### config.mk
export PLATFORM = sky130hd
export DESIGN_NAME = decoder_iter_sched
export DESIGN_NICKNAME = d
export VERILOG_FILES = /design/src/rtl/decoder_iter_sched_pkg.sv /design/src/rtl/decoder_wdog.sv /design/src/rtl/decoder_iter_sched.sv
export SDC_FILE = /design/constraint.sdc
export NUM_CORES = 1
export LEC_CHECK = 0
export BUFFER_PORTS_ARGS = -buffer_cell sky130_fd_sc_hd__clkbuf_2
export CAP_MARGIN = 20
export CORE_MARGIN = 5
export CORE_UTILIZATION = 30
export DETAILED_ROUTE_END_ITERATION = 10
export HOLD_SLACK_MARGIN = 0.06
export PLACE_DENSITY = 0.6
export REMOVE_ABC_BUFFERS = 1
export SLEW_MARGIN = 20
export SYNTH_ARGS = -nofsm -noshare
export SYNTH_HDL_FRONTEND = slang
export SYNTH_SLANG_ARGS = --single-unit
### constraint.sdc
create_clock -name clk -period 1.7 [get_ports clk]
set_input_delay 0.255 -clock clk [delete_from_list [all_inputs] [get_ports clk]]
set_output_delay 0.255 -clock clk [all_outputs]
set_load 0.005 [all_outputs]
### src/rtl/decoder_iter_sched_pkg.sv
//============================================================================
// Module      : decoder_iter_sched_pkg
// Description : Shared constants for the min-sum decoder iteration scheduler.
// Revision    : 1.0 - initial release
//============================================================================
`default_nettype none

package decoder_iter_sched_pkg;

    localparam int c_n_iter_def = 5;

    localparam logic [3:0] c_st_idle     = 4'd0;
    localparam logic [3:0] c_st_vn_go    = 4'd1;
    localparam logic [3:0] c_st_vn_wait  = 4'd2;
    localparam logic [3:0] c_st_cn_go    = 4'd3;
    localparam logic [3:0] c_st_cn_wait  = 4'd4;
    localparam logic [3:0] c_st_chk      = 4'd5;
    localparam logic [3:0] c_st_out_go   = 4'd6;
    localparam logic [3:0] c_st_out_wait = 4'd7;
    localparam logic [3:0] c_st_hold     = 4'd8;

    // Counter width able to hold the value n_iter itself.
    function automatic int iter_width(input int n_iter);
        return (n_iter < 1) ? 1 : $clog2(n_iter + 1);
    endfunction

endpackage

`default_nettype wire

### src/rtl/decoder_wdog.sv
//============================================================================
// Module      : decoder_wdog
// Description : Cycle watchdog; expire is high on the TMO_CYC-th enabled cycle.
// Revision    : 1.0 - initial release
//============================================================================
`default_nettype none

module decoder_wdog #(
    parameter int TMO_CYC = 255,
    parameter int TMO_W   = 8
) (
    input  logic clk,
    input  logic rst,
    input  logic clear,
    input  logic enable,
    output logic expire
);

    localparam logic [TMO_W-1:0] c_last = TMO_W'(TMO_CYC - 1);

    logic [TMO_W-1:0] r_cnt;

    always_ff @(posedge clk) begin
        if (!rst) begin
            r_cnt <= '0;
        end else if (clear) begin
            r_cnt <= '0;
        end else if (enable && (r_cnt != c_last)) begin
            r_cnt <= r_cnt + 1'b1;
        end
    end

    assign expire = enable && (r_cnt == c_last);

endmodule

`default_nettype wire

### src/rtl/decoder_iter_sched.sv
//============================================================================
// Module      : decoder_iter_sched
// Description : Sequences VN/CN layer passes, syndrome checks and output layer.
// Revision    : 1.0 - initial release
//============================================================================
`default_nettype none

module decoder_iter_sched
    import decoder_iter_sched_pkg::*;
#(
    parameter int N_ITER     = c_n_iter_def,
    parameter int ITER_W     = iter_width(N_ITER),
    parameter int EARLY_TERM = 1,
    parameter int TMO_CYC    = 255,
    parameter int TMO_W      = 8
) (
    input  logic              clk,
    input  logic              rst,
    input  logic              llr_loaded,
    input  logic              vn_done,
    input  logic              cn_done,
    input  logic              syn_valid,
    input  logic              syn_zero,
    input  logic              out_done,
    input  logic              dec_ack,
    output logic              load_ready,
    output logic              vn_start,
    output logic              cn_start,
    output logic              first_iter,
    output logic              out_start,
    output logic [ITER_W-1:0] iter_cnt,
    output logic              dec_valid,
    output logic              early_term,
    output logic [ITER_W-1:0] iters_used,
    output logic              err_overrun,
    output logic              err_timeout
);

    localparam logic [ITER_W-1:0] c_iter_last = ITER_W'(N_ITER - 1);

    logic [3:0]        r_state;
    logic [3:0]        w_state_nxt;
    logic [ITER_W-1:0] r_iter_cnt;
    logic [ITER_W-1:0] w_iter_nxt;
    logic [ITER_W-1:0] r_iters_used;
    logic [ITER_W-1:0] w_used_nxt;
    logic              r_early_term;
    logic              w_et_nxt;
    logic              w_timeout;
    logic              w_waiting;
    logic              w_expire;

    logic r_load_ready, r_vn_start, r_cn_start, r_first_iter, r_out_start;
    logic r_dec_valid, r_err_overrun, r_err_timeout;

    assign w_waiting = (r_state == c_st_vn_wait) || (r_state == c_st_cn_wait) ||
                       (r_state == c_st_chk)     || (r_state == c_st_out_wait);

    decoder_wdog #(
        .TMO_CYC (TMO_CYC),
        .TMO_W   (TMO_W)
    ) u_wdog (
        .clk    (clk),
        .rst    (rst),
        .clear  (w_state_nxt != r_state),
        .enable (w_waiting),
        .expire (w_expire)
    );

    always_comb begin
        w_state_nxt = r_state;
        w_iter_nxt  = r_iter_cnt;
        w_used_nxt  = r_iters_used;
        w_et_nxt    = r_early_term;
        w_timeout   = 1'b0;
        case (r_state)
            c_st_idle: begin
                if (llr_loaded) begin
                    w_state_nxt = c_st_vn_go;
                    w_iter_nxt  = '0;
                    w_et_nxt    = 1'b0;
                end
            end
            c_st_vn_go:  w_state_nxt = c_st_vn_wait;
            c_st_vn_wait: begin
                if (vn_done)       w_state_nxt = c_st_cn_go;
                else if (w_expire) begin
                    w_state_nxt = c_st_idle;
                    w_timeout   = 1'b1;
                end
            end
            c_st_cn_go:  w_state_nxt = c_st_cn_wait;
            c_st_cn_wait: begin
                if (cn_done)       w_state_nxt = c_st_chk;
                else if (w_expire) begin
                    w_state_nxt = c_st_idle;
                    w_timeout   = 1'b1;
                end
            end
            c_st_chk: begin
                if (syn_valid) begin
                    if ((syn_zero && (EARLY_TERM != 0)) || (r_iter_cnt == c_iter_last)) begin
                        w_state_nxt = c_st_out_go;
                        w_used_nxt  = r_iter_cnt + 1'b1;
                        w_et_nxt    = syn_zero && (EARLY_TERM != 0);
                    end else begin
                        w_state_nxt = c_st_vn_go;
                        w_iter_nxt  = r_iter_cnt + 1'b1;
                    end
                end else if (w_expire) begin
                    w_state_nxt = c_st_idle;
                    w_timeout   = 1'b1;
                end
            end
            c_st_out_go: w_state_nxt = c_st_out_wait;
            c_st_out_wait: begin
                if (out_done)      w_state_nxt = c_st_hold;
                else if (w_expire) begin
                    w_state_nxt = c_st_idle;
                    w_timeout   = 1'b1;
                end
            end
            c_st_hold: begin
                if (dec_ack) w_state_nxt = c_st_idle;
            end
            default: w_state_nxt = c_st_idle;
        endcase
    end

    // Outputs are registered from the next state so they line up with r_state.
    always_ff @(posedge clk) begin
        if (!rst) begin
            r_state       <= c_st_idle;
            r_iter_cnt    <= '0;
            r_iters_used  <= '0;
            r_early_term  <= 1'b0;
            r_load_ready  <= 1'b0;
            r_vn_start    <= 1'b0;
            r_cn_start    <= 1'b0;
            r_first_iter  <= 1'b0;
            r_out_start   <= 1'b0;
            r_dec_valid   <= 1'b0;
            r_err_overrun <= 1'b0;
            r_err_timeout <= 1'b0;
        end else begin
            r_state       <= w_state_nxt;
            r_iter_cnt    <= w_iter_nxt;
            r_iters_used  <= w_used_nxt;
            r_early_term  <= w_et_nxt;
            r_load_ready  <= (w_state_nxt == c_st_idle);
            r_vn_start    <= (w_state_nxt == c_st_vn_go);
            r_cn_start    <= (w_state_nxt == c_st_cn_go);
            r_first_iter  <= (w_state_nxt == c_st_vn_go) && (w_iter_nxt == '0);
            r_out_start   <= (w_state_nxt == c_st_out_go);
            r_dec_valid   <= (w_state_nxt == c_st_hold);
            r_err_overrun <= llr_loaded && (r_state != c_st_idle);
            r_err_timeout <= w_timeout;
        end
    end

    assign load_ready  = r_load_ready;
    assign vn_start    = r_vn_start;
    assign cn_start    = r_cn_start;
    assign first_iter  = r_first_iter;
    assign out_start   = r_out_start;
    assign iter_cnt    = r_iter_cnt;
    assign dec_valid   = r_dec_valid;
    assign early_term  = r_early_term;
    assign iters_used  = r_iters_used;
    assign err_overrun = r_err_overrun;
    assign err_timeout = r_err_timeout;

endmodule

`default_nettype wire

==> results of run 1 <==
[worst paths after layout]
kind | end | slack, ps | start | cells after the start
worst max-delay path | u_wdog.r_cnt[3]$_SDFFE_PP0P_ | -80 | r_state[3]$_SDFF_PN0_ | 6
worst min-delay path | err_overrun$_SDFF_PN0_ | 180 | llr_loaded | 3
worst max register to register | u_wdog.r_cnt[3]$_SDFFE_PP0P_ | -80 | r_state[3]$_SDFF_PN0_ | 6
worst min register to register | iters_used[0]$_SDFFE_PN0P_ | 530 | iters_used[0]$_SDFFE_PN0P_ | 1
[kinds of logic (layout without fill, tap and decap cells)]
family                     Yosys count  after routing
adders and majority gates            4              4
xor gates and xnor gates             8              8
DFF                                 27             27
muxes                                4              4
buffers and inverters               15             85
AOI/OAI and AO/OA                   36             36
and+or+nand+nor                     87             87
[cells in the final DEF, fill, tap and decap left out, types with 6 or more instances in the layout]
| cell type | n |
|---|---|
| clkbuf_2 | 23 |
| nand2_1 | 13 |
| nand3_1 | 6 |
| dfxtp_1 | 20 |
| nor3_1 | 7 |
| a21oi_1 | 6 |
| nor2_1 | 8 |
| buf_4 | 48 |
[where the power goes]
group | internal [mW] | switching, mW
Sequential | 0.658 | 0.0187
Clock | 0.172 | 0.220
Combinational | 0.260 | 0.249
[Yosys cell counts, types with 3 or more instances]
cell | n | share of area
nor3b_1 | 4 | 0.020
and2_1 | 3 | 0.012
inv_1 | 6 | 0.015
xnor2_1 | 6 | 0.034
ha_1 | 4 | 0.033
nor2b_1 | 8 | 0.033
a21oi_1 | 10 | 0.033
nor2_1 | 9 | 0.022
o21ai_0 | 9 | 0.030
nor3_1 | 14 | 0.046
nand2_1 | 13 | 0.032
dfxtp_1 | 27 | 0.35
nand3_1 | 8 | 0.026
nor4_1 | 5 | 0.020
buf_2 | 5 | 0.016
mux2i_1 | 3 | 0.020
nand2b_1 | 5 | 0.020
[metrics by stage]
step           power (mW)   util  setup slack, ps  area [µm²]  hold slack, ps
5_1_grt              1.66  0.481             -148        2410             194
2_1_floorplan       0.866      -             -224        1480             369
3_3_place_gp         1.06  0.401             -156        2010             486
3_5_place_dp         1.06  0.401             -215        2010             484
4_1_cts              1.50  0.429            -47.5        2150             168
6_report             1.58  0.481            -81.9        2410             183
[per-layer routing]
layer  share of wire  global-route usage
met1            0.45               0.169
met2            0.49               0.218
met3           0.051              0.0244
met4          0.0058              0.0355
met5               0                   0
[flip-flops by register name, summed over array words and instances, names as in the netlist]
| register | count |
|---|---|
| vn_start | 1 |
| dec_valid | 1 |
| load_ready | 1 |
| out_start | 1 |
| early_term | 1 |
| iter_cnt | 3 |
| err_timeout | 1 |
| u_wdog.r_cnt | 8 |
| first_iter | 1 |
| iters_used | 3 |
| cn_start | 1 |
| r_state | 4 |
| err_overrun | 1 |
[repair_timing]
item,CTS,global route
endpoints found under the setup margin,17,19
resized for setup,25,47
pin swaps,7,15
gates cloned,0,0
setup buffers,2,6
[critical path: cells and delay by family, from the launching register on]
family,cells,cell delay [ps]
and+or+nand+nor,3,580
DFF,1,390
muxes,1,340
xor gates and xnor gates,1,200
buffers and inverters,1,160
[cell type report]
cell class / count / area (µm²)
clock buffer: 3 / 41.3
clock inverter: 1 / 8.76
fill: 487 / 2600
inverter: 6 / 22.5
multi-input combinational: 139 / 1170
sequential: 27 / 554
tap: 70 / 87.6
timing repair buffer: 75 / 520
==> flow_metrics.tcl, run 1 <==
set metrics [dict create \
    gr-total-overflow 0 \
    clk-insertion-delay-late_ps 280 \
    antenna_found_initial 0 \
    die_area_um2 6610 \
    antennaDiodeCount 0 \
    final-setup-viol-count 11 \
    setup.worst_path.end_class "flip-flop" \
    layout.nets 265 \
    synth-compound-area-share 0.157 \
    peakVddDrop_v 0.000302 \
    p_leak_nw 0.965 \
    cp_slowest_cell "dfxtp_4" \
    critPathRequiredTime_ps 1870 \
    synth_xor_area_frac 0.0459 \
    stdcell_count 321 \
    post-route-period-util 1.05 \
    firstDrtPassIters 4 \
    gp_congestion 0.867 \
    min_period_ps 1780 \
    area_growth_pct 57.7 \
    yosys.area_share.adder 0.0328 \
    wirelength_um 4520 \
    drtIter0Drc 104 \
    htreeDepth 1 \
    cap_violations 0 \
    port_buffers 23 \
    final_max_slew_viol_count 0 \
    synth_ff_type "dfxtp_1" \
    wire_per_inst_um 14.1 \
    clk_path_buf_depth 2 \
    hold_buffers 0 \
    dieWidth_um 81.3 \
    grt_pass1_vias 1471 \
    io-pin-count 24 \
    cts.sinks 27 \
    grt_pass1_wl_um 6850 \
    drive_gt1_frac 0.542 \
    antenna_left 0 \
    crit_type "flip-flop to flip-flop" \
    cts_tree "done" \
    path_cells "or2_4 > mux2_4 > buf_4 > nor3_1 > xnor2_1 > nor3_2" \
    rsz0062_at_grt "true" \
    fmaxAchievable_ghz 0.561 \
    crit_path_max_fanout 8 \
    via_per_inst 4.97 \
    grt_start_max_net_pins 18 \
    start_util 0.305 \
    ys_seq_area_frac 0.354 \
    outcome "finished with violations" \
    num_rows 26 \
    skew_ps 10.4 \
    synth_edf_count 0 \
    synthSimpleGateAreaFrac 0.333 \
    hold_viol 0 \
    powerDensity_nw_per_um2 656 \
    syn_area_um2 1530 \
    num_vias 1594 \
    root_buffer "clkbuf_8" \
    avgSynthCellArea_um2 8.43 \
    grt_use_total 0.130 \
    synthArstFlopShare 0 \
    clk_pin_slew_ps 110 \
    coreArea_um2 5010 \
    ys_types 52 \
    worstPathArrival_ps 1950 \
    fin_tns_setup_ps -223 \
    hold_class "primary input to flip-flop" \
    slowest_delay_ps 390 \
    synth_mux_area_frac 0.0295 \
    syn_inst 181 \
    dp_hpwl_um 3020 \
    die_y_um 81.3 \
    worst_slack_ps -81.9 \
    worstMarginPinSlew_ps 364 \
    synth_top_family_by_area "simple AND/OR/NAND/NOR gates" \
    synth_warnings 0 \
    yosys_register_bits 27 \
    failed_checks "negative setup slack" \
    drc 0 \
    critPathLaunchType "flip-flop" \
    cts_made_buffers 3 \
    place_inst 309 \
    max_slew_margin 0.755 \
]
Note: power is estimated with default switching activity, not from simulation.
==> inputs of run 2 (changes only) <==
CORE_UTILIZATION = 25   (was 30)
PLACE_DENSITY = 0.54   (was 0.6)
SYNTH_HIERARCHICAL = 1   (was not set)
==> run 2 against run 1 <==
Compared with the run above: the flow still finishes with violations (negative setup slack); sequential power is 3% lower; sequential cell count stayed put; design area is 2.4% higher; maximum frequency is 23% lower; worst setup slack worse by 540 ps; synthesized cell count is 1.7% higher; core utilization is 6.9 points lower; first-iteration DRC count is 2.9% higher; register-to-register slack worse by 540 ps; via count is 0.82% higher; global-route usage is 1.1 points lower; critical path type unchanged; highest routed layer unchanged.
==> flow_metrics.tcl, run 2 <==
set metrics [dict create \
    outcome "finished with violations" \
    failed_checks "negative setup slack" \
    ys_types 52 \
    gp_congestion 0.838 \
    synth_edf_count 0 \
    final_max_slew_viol_count 0 \
    whs_ps 192 \
    largestRegisters "u_wdog/r_cnt: 8 flops, r_state: 4 flops" \
    syn_area_um2 1560 \
    syn_inst 184 \
    fmaxAchievable_ghz 0.431 \
    peakVddDrop_v 0.000308 \
    rsz0062_at_grt "true" \
    register_area_um2 549 \
    min_period_ps 2320 \
    top_register "u_wdog/r_cnt" \
    cap_violations 0 \
    avgSynthCellArea_um2 8.49 \
    num_rows 28 \
    synth_ff_type "dfxtp_1" \
    cts_made_buffers 3 \
    final_common_cell "buf_4" \
    layout.nets 277 \
    synthTopCellsByCount "dfxtp_1, nand2_1, nor2_1, a21oi_1, inv_1" \
    design_area_um2 2460 \
    antenna_left 0 \
    largest_reg_flops 8 \
    powerDensity_nw_per_um2 581 \
    skew_ps 13.4 \
    synthArstFlopShare 0 \
    start_util 0.261 \
    ys_seq_area_frac 0.346 \
    htreeDepth 1 \
    yosys.area.top_type "dfxtp_1" \
    dieWidth_um 89.1 \
    drtIter0Drc 107 \
    critPathRequiredTime_ps 1920 \
    critPathLaunchType "flip-flop" \
    grt_start_max_net_pins 18 \
    antennaDiodeCount 0 \
    synth_warnings 6 \
    clk_pin_slew_ps 110 \
    grt_pass1_vias 1596 \
    die_area_um2 7930 \
    yosys-top-cells-area "dfxtp_1, nand2_1, a21oi_1" \
    grt_pass1_wl_um 7490 \
    p_leak_nw 1.07 \
    num_vias 1607 \
    drive_gt1_frac 0.532 \
    hold_buffers 0 \
    fin_tns_setup_ps -5610 \
    dp_hpwl_um 3100 \
    die_y_um 89.1 \
    cts.sinks 27 \
    hold_viol 0 \
    hold_class "primary input to flip-flop" \
    wirelength_um 4280 \
    setup.worst_path.end_class "flip-flop" \
    root_buffer "clkbuf_8" \
    multiInputGateArea_um2 1130 \
    wire_per_inst_um 12.7 \
    coreArea_um2 5990 \
    area_growth_pct 57.7 \
    place_inst 324 \
    post-route-period-util 1.36 \
    worstPathArrival_ps 2540 \
    final-setup-viol-count 21 \
    cts_tree "done" \
    antenna_found_initial 0 \
    drc 0 \
    port_buffers 23 \
    crit_type "flip-flop to flip-flop" \
    fillCellCount 578 \
    stdcell_count 338 \
    firstDrtPassIters 4 \
    yosys_register_bits 27 \
    placed_cell_area_um2 2080 \
    yosysMostFrequentCell "dfxtp_1" \
    synth_top_area_frac 0.346 \
    clk_path_buf_depth 2 \
    grt_use_total 0.119 \
    worst_slack_ps -620 \
    clk-insertion-delay-late_ps 290 \
    max_slew_margin 0.764 \
    io-pin-count 24 \
    utilization 0.411 \
    crit_path_max_fanout 2 \
    gr-total-overflow 0 \
    layout_common_cells "buf_4, clkbuf_2, dfxtp_1" \
    worstMarginPinSlew_ps 350 \
    via_per_inst 4.75 \
]
run 2: kinds of logic (layout without fill, tap and decap cells):
| group | after synthesis | count (layout) | synth area share |
|---|---|---|---|
| flops | 27 | 27 | 0.346 |
| buf+inv | 15 | 94 | 0.0592 |
| mux | 4 | 4 | 0.0256 |
| simple gates | 90 | 90 | 0.339 |
| compound gates | 42 | 42 | 0.187 |
| fa+ha+maj | 4 | 4 | 0.0320 |
| xor+xnor | 2 | 2 | 0.0112 |
run 2: per-layer routing:
layer | track usage | part of all wire | routed length [µm]
met1 | 0.164 | 0.49 | 2120
met2 | 0.183 | 0.44 | 1900
met3 | 0.0267 | 0.047 | 200
met4 | 0.0447 | 0.016 | 68
met5 | 0 | 0 | 0
run 2: critical path, stage by stage (launching register included):
cell and delay [ps]:
dfxtp_2 350, inv_2 50, ha_4 150, and3_4 140
and3_4 190, a221oi_4 270, o221ai_1 130, a31oi_1 210
o21ai_2 100, nand2b_4 150, or4_1 450, o21ai_1 70
run 2: metrics by stage:
| stage | power, mW | setup slack (ps) |
|---|---|---|
| after floorplan | 0.808 | -936 |
| after global placement | 0.933 | -759 |
| after detailed placement | 0.931 | -816 |
| after CTS | 1.41 | -570 |
| after global routing | 1.51 | -723 |
| final | 1.43 | -620 |
run 2: repair_timing:
action / in CTS / in global routing
setup endpoints to repair: 23 / 23
gates resized for setup: 53 / 22
pin swaps: 24 / 20
buffers inserted: 8 / 7
run 2: area by class of cell:
class,count,area share
Clock inverter,1,0.00355
Clock buffer,3,0.0168
Sequential cell,27,0.223
Timing Repair Buffer,83,0.248
Multi-Input combinational cell,142,0.460
Tap cell,75,0.0381
Inverter,7,0.0107
run 2: path summary, 6_finish.rpt:
path | startpoint | endpoint | slack, ps | cells after the start
max | u_wdog/r_cnt[0]$_SDFFE_PP0P_ | u_wdog/r_cnt[4]$_SDFFE_PP0P_ | -620 | 11
min | llr_loaded | err_overrun$_SDFF_PN0_ | 190 | 3
max reg2reg | u_wdog/r_cnt[0]$_SDFFE_PP0P_ | u_wdog/r_cnt[4]$_SDFFE_PP0P_ | -620 | 11
min reg2reg | early_term$_SDFFE_PN0P_ | early_term$_SDFFE_PN0P_ | 480 | 2
run 2: where the power goes:
group / switching (mW) / internal (mW)
registers: 0.00866 / 0.650
clock network: 0.233 / 0.173
logic: 0.175 / 0.192
total: 0.417 / 1.02
